### config.mk
export PLATFORM = sky130hd
export DESIGN_NAME = rom_read_arbiter
export DESIGN_NICKNAME = d
export VERILOG_FILES = /design/src/rtl/rom_read_arbiter.sv
export SDC_FILE = /design/constraint.sdc
export NUM_CORES = 1
export LEC_CHECK = 0
export BUFFER_PORTS_ARGS = -buffer_cell sky130_fd_sc_hd__buf_2
export CAP_MARGIN = 5
export CORE_UTILIZATION = 54
export CTS_CLUSTER_SIZE = 30
export DETAILED_ROUTE_END_ITERATION = 7
export GPL_TIMING_DRIVEN = 0
export HOLD_SLACK_MARGIN = 0.02
export PLACE_DENSITY_LB_ADDON = 0.3
export SETUP_SLACK_MARGIN = 0.15
export SLEW_MARGIN = 40
export SYNTH_ARGS = -nofsm -noshare
export SYNTH_HDL_FRONTEND = slang
export SYNTH_SLANG_ARGS = --single-unit
### constraint.sdc
create_clock -name clk -period 3.36 [get_ports clk]
set_input_delay 0.336 -clock clk [delete_from_list [all_inputs] [get_ports clk]]
set_output_delay 0.336 -clock clk [all_outputs]
set_load 0.02 [all_outputs]
### src/rtl/rom_read_arbiter.sv
// Two-requester burst reader for a synchronous ROM with one-cycle read latency.
// Define ROM_ARB_RR_EN for round-robin arbitration; otherwise requester 0 has fixed priority.
module rom_read_arbiter #(
    parameter int ADDR_W = 16,
    parameter int DATA_W = 8,
    parameter int DEPTH  = 1024
) (
    input  logic              clk,
    input  logic              rst_n,
    input  logic [1:0]        req_i,
    input  logic [ADDR_W-1:0] base0_i,
    input  logic [ADDR_W-1:0] base1_i,
    input  logic [7:0]        len0_i,
    input  logic [7:0]        len1_i,
    output logic [1:0]        gnt_o,
    output logic [1:0]        rvalid_o,
    output logic [DATA_W-1:0] rdata_o,
    output logic [1:0]        done_o,
    output logic              busy_o,
    output logic [ADDR_W-1:0] rom_addr_o,
    input  logic [DATA_W-1:0] rom_data_i
);

    typedef enum logic [1:0] {
        IDLE  = 2'd0,
        BURST = 2'd1,
        DRAIN = 2'd2
    } state_t;

    localparam logic [ADDR_W-1:0] LAST_ADDR = ADDR_W'(DEPTH - 1);
    localparam logic [ADDR_W:0]   DEPTH_W   = (ADDR_W+1)'(DEPTH);

    state_t            state_q;
    logic              owner_q;
    logic [ADDR_W-1:0] cnt_q;
    logic [ADDR_W-1:0] addr_q;
    logic [8:0]        rem_q;
    logic              issue_q;
    logic [1:0]        gnt_q;
    logic [1:0]        rvalid_q;
    logic [1:0]        done_q;
    logic              busy_q;

    logic              win;
    logic [1:0]        win_oh;
    logic [1:0]        owner_oh;
    logic [ADDR_W-1:0] base_sel;
    logic [7:0]        len_sel;
    logic [ADDR_W-1:0] start_addr;
    logic [ADDR_W-1:0] cnt_inc;
    logic [8:0]        rem_load;

`ifdef ROM_ARB_RR_EN
    logic ptr_q;

    // Only a tie consults the pointer; a lone request always wins.
    always_comb win = (&req_i) ? ptr_q : ~req_i[0];
`else
    always_comb win = ~req_i[0];
`endif

    always_comb begin
        base_sel   = win ? base1_i : base0_i;
        len_sel    = win ? len1_i : len0_i;
        start_addr = ADDR_W'({1'b0, base_sel} % DEPTH_W);
        rem_load   = (len_sel == 8'd0) ? 9'd256 : {1'b0, len_sel};
        cnt_inc    = (cnt_q == LAST_ADDR) ? '0 : cnt_q + ADDR_W'(1);
    end

    for (genvar gi = 0; gi < 2; gi++) begin : g_onehot
        assign win_oh[gi]   = (win == 1'(gi));
        assign owner_oh[gi] = (owner_q == 1'(gi));
    end

    // rem_q counts addresses still to issue; data follows each issue by one cycle.
    always_ff @(posedge clk or negedge rst_n) begin
        if (!rst_n) begin
            state_q  <= IDLE;
            owner_q  <= 1'b0;
            cnt_q    <= '0;
            addr_q   <= '0;
            rem_q    <= '0;
            issue_q  <= 1'b0;
            gnt_q    <= 2'b00;
            rvalid_q <= 2'b00;
            done_q   <= 2'b00;
            busy_q   <= 1'b0;
`ifdef ROM_ARB_RR_EN
            ptr_q    <= 1'b0;
`endif
        end else begin
            gnt_q    <= 2'b00;
            done_q   <= 2'b00;
            issue_q  <= 1'b0;
            rvalid_q <= issue_q ? owner_oh : 2'b00;
            case (state_q)
                IDLE: begin
                    if (|req_i) begin
                        owner_q <= win;
                        gnt_q   <= win_oh;
                        cnt_q   <= start_addr;
                        rem_q   <= rem_load;
                        busy_q  <= 1'b1;
                        state_q <= BURST;
`ifdef ROM_ARB_RR_EN
                        ptr_q   <= ~win;
`endif
                    end
                end
                BURST: begin
                    if (rem_q != 9'd0) begin
                        addr_q  <= cnt_q;
                        cnt_q   <= cnt_inc;
                        rem_q   <= rem_q - 9'd1;
                        issue_q <= 1'b1;
                    end else begin
                        done_q  <= owner_oh;
                        state_q <= DRAIN;
                    end
                end
                DRAIN: begin
                    busy_q  <= 1'b0;
                    state_q <= IDLE;
                end
                default: begin
                    busy_q  <= 1'b0;
                    state_q <= IDLE;
                end
            endcase
        end
    end

    assign gnt_o      = gnt_q;
    assign rvalid_o   = rvalid_q;
    assign done_o     = done_q;
    assign busy_o     = busy_q;
    assign rom_addr_o = addr_q;
    assign rdata_o    = (|rvalid_q) ? rom_data_i : '0;

endmodule

==> results of run 1 <==
-- cell type report --
cell class / count / area share [%]
clock buffer: 5 / 2.089
tap: 67 / 2.545
buffer: 14 / 1.937
clock inverter: 3 / 1.291
timing repair buffer: 77 / 11.77
inverter: 9 / 1.025
sequential: 52 / 39.50
multi-input combinational: 226 / 39.84
-- power by group --
part	total, mW	switching (mW)	leakage (nW)	internal, mW
combinational	1.19	0.741	0.906	0.447
sequential	1.06	0.201	0.644	0.860
clock	0.427	0.207	0.0541	0.220
-- worst max-delay path, delay by kind of cell (launching register included) --
kind / cells / cell delay, ps
compound gates: 2 / 460
fa+ha+maj: 1 / 200
flops: 1 / 410
buf+inv: 5 / 680
simple gates: 2 / 630
-- logic make-up after synthesis --
family / Yosys count / share of synthesized area, %
adder cells (fa/ha/maj): 2 / 0.9241
multiplexers: 17 / 6.469
AND/OR/NAND/NOR: 131 / 22.87
flip-flops: 52 / 48.06
AO/OA/AOI/OAI: 76 / 18.07
buffers and inverters: 23 / 3.605
-- placed cells by master, fill, tap and decap left out, drive strengths merged, types with 3 or more instances in the layout --
| cell | netlist | routed |
|---|---|---|
| nor4 | 3 | 3 |
| nor2b | 11 | 11 |
| or4 | 4 | 4 |
| mux2 | 4 | 4 |
| nand2 | 64 | 64 |
| nor3 | 7 | 7 |
| nand3 | 7 | 7 |
| nand2b | 4 | 4 |
| dfrtp | 52 | 52 |
| and2 | 3 | 3 |
| mux2i | 13 | 13 |
| clkbuf | 8 | 13 |
| a21oi | 17 | 17 |
| o21ai | 29 | 29 |
| inv | 9 | 9 |
| o32ai | 4 | 4 |
| nor2 | 20 | 20 |
| buf | 6 | 83 |
-- per-layer routing --
layer  part of all wire (%)  up-vias
li1                       -     1233
met1                     45     1184
met2                     46      129
met3                    8.2        8
met4                    1.3        0
met5                      0        -
-- per-stage QoR --
step	util [%]	hold slack, ps
after global placement	66.38	453.4
after floorplan	-	40.41
after CTS	68.76	63.62
final	68.84	49.09
after detailed placement	66.43	401.7
after global routing	68.84	106.6
-- registers in the layout, summed over array words and instances (netlist names) --
name        flops
busy_o          1
cnt_q          16
done_o          2
gnt_o           2
issue_q         1
owner_q         1
rem_q           9
rom_addr_o     16
rvalid_o        2
state_q         2
-- worst paths after layout --
path,startpoint,to,slack [ps]
min reg2reg,rom_addr_o[15],rom_addr_o[15],470
min in group clk,req_i[1],gnt_o[1],260
max,rem_q[0],rem_q[4],860
max in group asynchronous,rst_n,cnt_q[3],2870
min,rst_n,cnt_q[4],50
max reg2reg,rem_q[0],rem_q[4],860
==> results.ini, run 1 <==
[clock_network]
cts_buffer_depth = 2
clk_latency_ps = 310
ctsRootBufferMaster = clkbuf_8
post_cts_buffers = 0
ctsResizeCount = 0
htree_levels = 2
clk_pin_slew_ps = 90
cts_hold_buf = 0
clock_sinks = 52
tritoncts = done
cts_buffers = 5

[logic_synthesis]
syn_inst = 301
yosys-top-cells-count = nand2_1 (64), dfrtp_1 (52), o21ai_0 (26)
ys_seq_area_share_pct = 48.06
synth_cell_type_count = 47
ys_ff_latch = 52
ys_warn_count = 0
synthFlopType = dfrtp_1
synth_top_area_share_pct = 48.06
yosys-top-cells-area = dfrtp_1 (48%), nand2_1 (8.9%), mux2i_1 (4.8%)
syn_area_sq_um = 2708
syn-num-nets = 363
ys_async_sr_fraction_pct = 100.0
yosysTopAreaCell = dfrtp_1
synth.most_common_cell = nand2_1
synth_edf_count = 0
synth_area_per_cell_sq_um = 8.995

[finish]
drive_above_1_share_pct = 25.65
stdcell_count = 453
seqCellArea_sq_um = 1301
fin_area_sq_um = 3294
multi_input_area_sq_um = 1313
nFillCells = 408
nets = 447
num_antenna_cells = 0
area_growth_pct = 21.67

[drt]
drc = 0
drtAntennaViolNets = 0
routedWlPerCell_microns = 14.73
firstDrtPassIters = 5
wl_microns = 6672
drt_first_iter_violations = 205
viasPerCell = 5.638
dr_total_vias = 2554

[die]
start_util_pct = 56.58
die_w_microns = 72.81
rows = 25
io_pins = 91
die_area_sq_um = 5301
die_h_microns = 72.81
coreArea_sq_um = 4786

[status]
status = finished clean

[run]
maxCapViolCount = 0

[worst_setup_path]
worstSetupPathType = reg2reg
end_kind = register
cp_slowest_cell = or4b_1
cp_common_cell = inv_2
critPathLaunchType = register
cp.arrival_ps = 2710
cp_slowest_stage_delay_ps = 440
required_ps = 3560
crit_fanout = 10
r2r_cells = 10
path_cells = inv_1 -> ha_1 -> or4b_1 -> buf_2 -> o21ai_4 -> inv_2 -> nor2_8 -> inv_2 -> buf_6 -> a32o_1

[placement]
io_buffers = 77
place_ws_ps = 909.0
dp.cells = 445
place.gp.congestion = 0.9129
place_area_sq_um = 3179
dp_hpwl_microns = 4837

[global_routing]
antenna_found_initial = 0
grt_max_degree = 53
grt_pass1_vias = 2327
use_met2_pct = 44.24
use_met3_pct = 5.249
gr-total-overflow = 0
track_usage_pct = 27.32
grt_pass1_wl_microns = 10900
gr-usage-met1_pct = 36.55
grt-busiest-layer = met2

[power_and_ir_drop]
power_leakage_nw = 1.604
vdd_ir_drop_max_uv = 443.5
total_power_mw = 2.676
pwr_density_cell_nw_per_um2 = 812.2

[sta]
setup_viol = 0
maxSlewViolCount = 0
worst_pin_slew_ps = 655.5
finalCritPeriodShare_pct = 74.45
rsz0062_at_grt = false
finClkSkew_ps = 9.118
tns_ps = 0
relSlewSlack_pct = 56.30
finalHoldViolations = 0
min_period_ps = 2502
fmax_ghz = 0.3998
layout_setup_ws_ps = 858.5

[min_path]
hold_class = in2async

Power figures use the tool's default switching activity.
==> inputs of run 2 (changes only) <==
Settings changed: ABC_AREA set to 1, CORE_UTILIZATION 54 to 47.
Clock period 3.36 ns to 2.3 ns, I/O delays scaled along.
==> results.ini, run 2 <==
[clock_network]
ctsResizeCount = 0  ; unchanged
htree_levels = 2  ; unchanged
clock_sinks = 52  ; unchanged
tritoncts = done
clk_pin_slew_ps = 90  ; about the same
cts_buffers = 5  ; unchanged
ctsRootBufferMaster = clkbuf_8
cts_buffer_depth = 2  ; unchanged
clk_latency_ps = 310  ; about the same

[drt]
drc = 0  ; unchanged
wl_microns = 7735  ; +16%
drt_first_iter_violations = 180  ; -12%
routedWlPerCell_microns = 12.81  ; -13%
dr_total_vias = 3042  ; +19%
firstDrtPassIters = 4  ; -1
drtAntennaViolNets = 0  ; unchanged
viasPerCell = 5.036  ; -11%

[worst_setup_path]
end_kind = register
required_ps = 2540  ; -1020 ps
endpoint = cnt_q[13]
critPathLaunchType = register
reg2reg_slack_ps = 490  ; -370 ps
cp_slowest_cell = dfrtp_1
crit_start = rem_q[1]
cp.arrival_ps = 2050  ; -660 ps
worstReg2RegStart = rem_q[1]
crit_fanout = 10  ; unchanged
worstSetupPathType = reg2reg
cp_slowest_stage_delay_ps = 380  ; -60 ps
reg2reg_to = cnt_q[13]
path_cells = inv_1 -> ha_1 -> nand2_2 -> nor2_2 -> nand3_4 -> nand2_4 -> nand2_2 -> buf_6 -> inv_8 -> buf_6 -> nand2_1 -> o21ai_2
r2r_cells = 12  ; +2

[status]
status = finished clean

[logic_synthesis]
ys_seq_area_share_pct = 42.75  ; -5.3 points
yosys-top-cells-area = dfrtp_1 (43%), nand2_1 (16%), nor2_1 (8.1%)
synth_cell_type_count = 27  ; -43%
ys_ff_latch = 52  ; unchanged
synth_area_per_cell_sq_um = 6.841  ; -24%
ys_warn_count = 0  ; unchanged
syn_inst = 445  ; +48%
synthFlopType = dfrtp_1
yosys-top-cells-count = nand2_1 (132), nor2_1 (66), inv_1 (57)
yosysTopAreaCell = dfrtp_1
synth.most_common_cell = nand2_1
synth_top_area_share_pct = 42.75  ; -5.3 points
syn_area_sq_um = 3044  ; +12%
syn-num-nets = 507  ; +40%
ys_async_sr_fraction_pct = 100.0  ; unchanged
synth_edf_count = 0  ; unchanged

[sta]
tns_ps = 0  ; unchanged
finalCritPeriodShare_pct = 78.74  ; +4.3 points
fmax_ghz = 0.5522  ; +38%
finClkSkew_ps = 9.975  ; +0.8564 ps
rsz0062_at_grt = false
setup_viol = 0  ; unchanged
worst_pin_slew_ps = 663.4  ; +7.990 ps
maxSlewViolCount = 0  ; unchanged
finalHoldViolations = 0  ; unchanged
min_period_ps = 1811  ; -690.5 ps
relSlewSlack_pct = 55.77  ; -0.53 points

[finish]
fin_util_pct = 59.63  ; -9.2 points
nets = 592  ; +32%
final_common_cell = nand2_1
area_growth_pct = 19.40
drive_above_1_share_pct = 20.04  ; -5.6 points
num_antenna_cells = 0  ; unchanged
final_cell_mix = nand2_1 (132), buf_2 (83), nor2_1 (66)

[die]
die_h_microns = 82.48  ; +13%
start_util_pct = 49.94  ; -6.6 points
coreArea_sq_um = 6096  ; +27%
die_w_microns = 82.48  ; +13%
rows = 28  ; +12%
io_pins = 91  ; unchanged
die_area_sq_um = 6803  ; +28%

[global_routing]
grt_max_degree = 53  ; unchanged
gr-total-overflow = 0  ; unchanged
grt_pass1_wl_microns = 13220  ; +21%
track_usage_pct = 25.93  ; -1.4 points
antenna_found_initial = 0  ; unchanged
grt_pass1_vias = 2907  ; +25%

[run]
maxCapViolCount = 0  ; unchanged

[placement]
dp_hpwl_microns = 5921  ; +22%
io_buffers = 77  ; unchanged
place.gp.congestion = 0.8942  ; -2.0%

[power_and_ir_drop]
power_leakage_nw = 2.020  ; +26%
vdd_ir_drop_max_uv = 636.5  ; +44%
pwr_density_cell_nw_per_um2 = 1186  ; +46%
total_power_mw = 4.310  ; +61%

[min_path]
hold_class = in2reg

[run 2: area by class of cell]
type | instances | area [sq um]
flip-flops and latches | 52 | 1301
multi-input cells | 316 | 1408
clock inverters | 1 | 30.03
fillers | 580 | 2461
well taps | 75 | 93.84
repair buffers | 78 | 397.9
plain buffers | 16 | 98.84
clock buffers | 5 | 68.82
inverters | 61 | 236.5
[run 2: stage by stage]
stage,setup WS [ps],instances,instance area [sq um],hold slack (ps)
floorplan,713.9,445,3044,-65.59
global placement,542.3,597,3523,459.9
detailed placement,498.3,597,3526,311.2
CTS,476.0,604,3635,165.8
global route,288.3,604,3635,175.2
finish,488.9,604,3635,168.8
[run 2: critical path: cells and delay by family, from the launching register on]
kind                       cells  cell delay, ps
and+or+nand+nor                6             620
AOI/OAI and AO/OA              1              50
buffers and inverters          4             490
DFF                            1             380
adders and majority gates      1             200
[run 2: worst min path at each step]
| stage | startpoint | endpoint | slack, ps | depth (start not counted) |
|---|---|---|---|---|
| global route | req_i[1] | gnt_o[1] | 180 | 3 |
| global placement | rom_addr_o[4] | rom_addr_o[4] | 460 | 2 |
| floorplan | rst_n | busy_o | -70 | 0 |
| detailed placement | rst_n | rom_addr_o[1] | 310 | 1 |
| finish | req_i[1] | gnt_o[1] | 170 | 3 |
| CTS | req_i[1] | gnt_o[1] | 170 | 3 |
[run 2: per-layer routing]
| layer | global-route usage (%) | part of all wire (%) |
|---|---|---|
| met3 | 3.626 | 5.6 |
| met5 | 0 | 0 |
| met4 | 7.544 | 0.87 |
| met2 | 45.54 | 49 |
| met1 | 32.92 | 45 |
[run 2: cells by family after synthesis]
kind of cell	count (synthesis)	share of synthesized area, %
simple gates	246	33.95
compound gates	68	11.47
flops	52	42.75
fa+ha+maj	2	0.8219
buf+inv	77	11.02
[run 2: timing repair]
item / 4_1_cts / 5_1_grt
buffers inserted: 0 / 0
endpoints found under the hold margin: 52 / 0
hold buffers: 1 / 0
[run 2: power breakdown]
| part | internal (mW) | switching (mW) |
|---|---|---|
| logic | 0.733 | 1.41 |
| clock network | 0.313 | 0.288 |
| registers | 1.28 | 0.280 |
==> inputs of run 3 (changes only) <==
Settings changed: ABC_AREA 1 to 0, CORE_UTILIZATION 47 to 50.
Clock period 2.3 ns to 1.7 ns, I/O delays scaled along.
==> results.ini, run 3 (synthesis results as in run 1) <==
[clock_network]
tritoncts = done
cts_buffers = 5  ; unchanged
htree_levels = 2  ; unchanged
ctsRootBufferMaster = clkbuf_8
cts_buffer_depth = 2  ; unchanged
clk_latency_ps = 310  ; about the same
clock_sinks = 52  ; unchanged
clk_pin_slew_ps = 90  ; about the same

[power_and_ir_drop]
switching_power_mw = 2.550  ; +29%
p_int_mw = 3.496  ; +50%
combPwrFrac_pct = 50.5  ; +0.7 points
p_sw_share_pct = 42.18  ; -3.8 points
clkPwrFrac_pct = 13.9  ; about the same
pwr_density_cell_nw_per_um2 = 1627  ; +37%
p_seq_share_pct = 35.6  ; -0.7 points
power_leakage_nw = 1.795  ; -11%
vdd_ir_drop_max_uv = 740.7  ; +16%

[drt]
drc = 0  ; unchanged
drtAntennaViolNets = 0  ; unchanged
wl_microns = 7519  ; -2.8%
dr_total_vias = 2747  ; -9.7%
firstDrtPassIters = 6  ; +2
viasPerCell = 5.735  ; +14%
drt_first_iter_violations = 208  ; +16%
routedWlPerCell_microns = 15.70  ; +23%

[die]
io_pins = 91  ; unchanged
die_w_microns = 75.59  ; -8.4%
die_h_microns = 75.59  ; -8.4%
die_area_sq_um = 5713  ; -16%
start_util_pct = 52.35  ; +2.4 points
rows = 26  ; -7.1%
coreArea_sq_um = 5172  ; -15%

[placement]
io_buffers = 77  ; unchanged
place.gp.congestion = 0.8882  ; -0.67%
dp_hpwl_microns = 4868  ; -18%
place_ws_ps = -594.8  ; -1093 ps
dp.cells = 448  ; -25%

[sta]
finalHoldViolations = 0  ; unchanged
layout_setup_ws_ps = -431.5  ; -920.5 ps
maxSlewViolCount = 0  ; unchanged
finClkSkew_ps = 4.792  ; -5.183 ps
relSlewSlack_pct = 51.97  ; -3.8 points
min_period_ps = 2132  ; +320.5 ps
worst_pin_slew_ps = 720.4  ; +57.00 ps
tns_ps = -14630  ; -14630 ps
finalCritPeriodShare_pct = 125.4  ; +47 points
rsz0062_at_grt = true
setup_viol = 46  ; +46
fmax_ghz = 0.4691  ; -15%

[min_path]
hold_class = in2reg
hold_depth = 3  ; unchanged
whs_endpoint = gnt_o[1]
holdCritStartpoint = req_i[1]

[global_routing]
gr-total-overflow = 0  ; unchanged
grt_pass1_wl_microns = 10800  ; -18%
grt_max_degree = 53  ; unchanged
track_usage_pct = 25.70  ; -0.22 points
grt_pass1_vias = 2325  ; -20%
antenna_found_initial = 0  ; unchanged

[worst_setup_path]
path_delay_family = simple AND/OR/NAND/NOR gates
reg2reg_to = cnt_q[9]
reg2reg_slack_ps = -430  ; -920 ps
worstReg2RegStart = rem_q[1]
critPathLaunchType = register
crit_fanout = 7  ; -3
cp_slowest_stage_delay_ps = 450  ; +70 ps
cp_slowest_cell = or4b_4
worstSetupPathType = reg2reg
required_ps = 1900  ; -640 ps
r2r_cells = 10  ; -2
cp.arrival_ps = 2330  ; +280 ps
end_kind = register
path_cells = inv_2 -> ha_4 -> or4b_4 -> buf_6 -> o21ai_4 -> inv_4 -> nor2_8 -> inv_6 -> buf_8 -> o22a_1
cp_num_buf_inv = 5  ; +1

[finish]
final_common_cell = buf_2
nFillCells = 384  ; -34%
area_growth_pct = 37.25
nets = 470  ; -21%
final_cell_mix = buf_2 (76), nand2_1 (64), dfrtp_1 (51)
num_antenna_cells = 0  ; unchanged
drive_above_1_share_pct = 35.70  ; +16 points
stdcell_count = 479  ; -21%

[run]
maxCapViolCount = 0  ; unchanged

[status]
status = complete, but fails checks
violations = negative setup slack

==> run 3: cell count changes in the layout (fill, tap and decap cells not counted), sizes merged, moves of 11 or more <==
| cell | delta |
|---|---|
| o21ai | -37 |
| a21oi | +16 |
| nand2 | -71 |
| mux2i | +13 |
| buf | +16 |
| nand3 | -21 |
| nor2 | -49 |
| nor2b | +11 |
| inv | -50 |
==> run 3: power groups by stage <==
stage	combinational, mW	clock (mW)	sequential [mW]
final	3.05	0.840	2.15
after global routing	3.31	0.898	2.21
after CTS	2.58	0.857	2.09
after detailed placement	2.31	0	2.10
after global placement	2.24	0	2.08
after floorplan	1.45	0	2.24
==> run 3: layout make-up <==
class | count | area [sq um] | share of cell area, %
Multi-Input combinational cell | 226 | 1440 | 38.75
Buffer | 14 | 127.6 | 3.434
Timing Repair Buffer | 100 | 609.3 | 16.40
Clock buffer | 6 | 72.57 | 1.953
Inverter | 9 | 41.29 | 1.111
Sequential cell | 52 | 1303 | 35.05
Clock inverter | 2 | 35.03 | 0.9428
Tap cell | 70 | 87.58 | 2.357
==> run 3: worst max path at each step <==
| stage | from | end | slack [ps] | cells after the start |
|---|---|---|---|---|
| final | rem_q[1] | cnt_q[9] | -430 | 10 |
| after global routing | rem_q[1] | rem_q[4] | -490 | 10 |
| after detailed placement | rem_q[0] | rem_q[4] | -590 | 10 |
| after CTS | rem_q[0] | rem_q[4] | -450 | 10 |
| after global placement | rem_q[0] | rem_q[4] | -590 | 10 |
| after floorplan | rem_q[0] | rem_q[4] | -370 | 10 |
==> run 3: tightest hold or removal path, stage by stage <==
cell and delay, ps:
buf_2 130, nand2_1 60, nor2_1 30
==> run 3: metal layers <==
| metal | vias up | global-route usage (%) | share of wire [%] |
|---|---|---|---|
| met5 | - | 0 | 0 |
| met3 | 19 | 4.762 | 7.6 |
| met1 | 1306 | 34.36 | 42 |
| met2 | 136 | 41.87 | 47 |
| met4 | 0 | 9.671 | 2.8 |
| li1 | 1286 | - | - |
==> run 3: per-stage QoR <==
stage / area [sq um] / power (mW) / hold slack [ps] / utilization, %
finish: 3716 / 6.046 / 106.3 / 71.84
global route: 3716 / 6.419 / 141.7 / 71.84
CTS: 3483 / 5.537 / 93.48 / 67.34
detailed placement: 3189 / 4.405 / 238.9 / 61.66
global placement: 3187 / 4.320 / 421.7 / 61.61
floorplan: 2714 / 3.689 / -125.6 / -
==> run 3: repair_timing <==
| action | 4_1_cts | 5_1_grt |
|---|---|---|
| cloned | 0 | 2 |
| hold buffers | 1 | 0 |
| pin swaps | 8 | 12 |
| setup buffers | 12 | 8 |
| hold endpoints to repair | 52 | 0 |
| resized for setup | 25 | 34 |
| setup endpoints to repair | 47 | 46 |
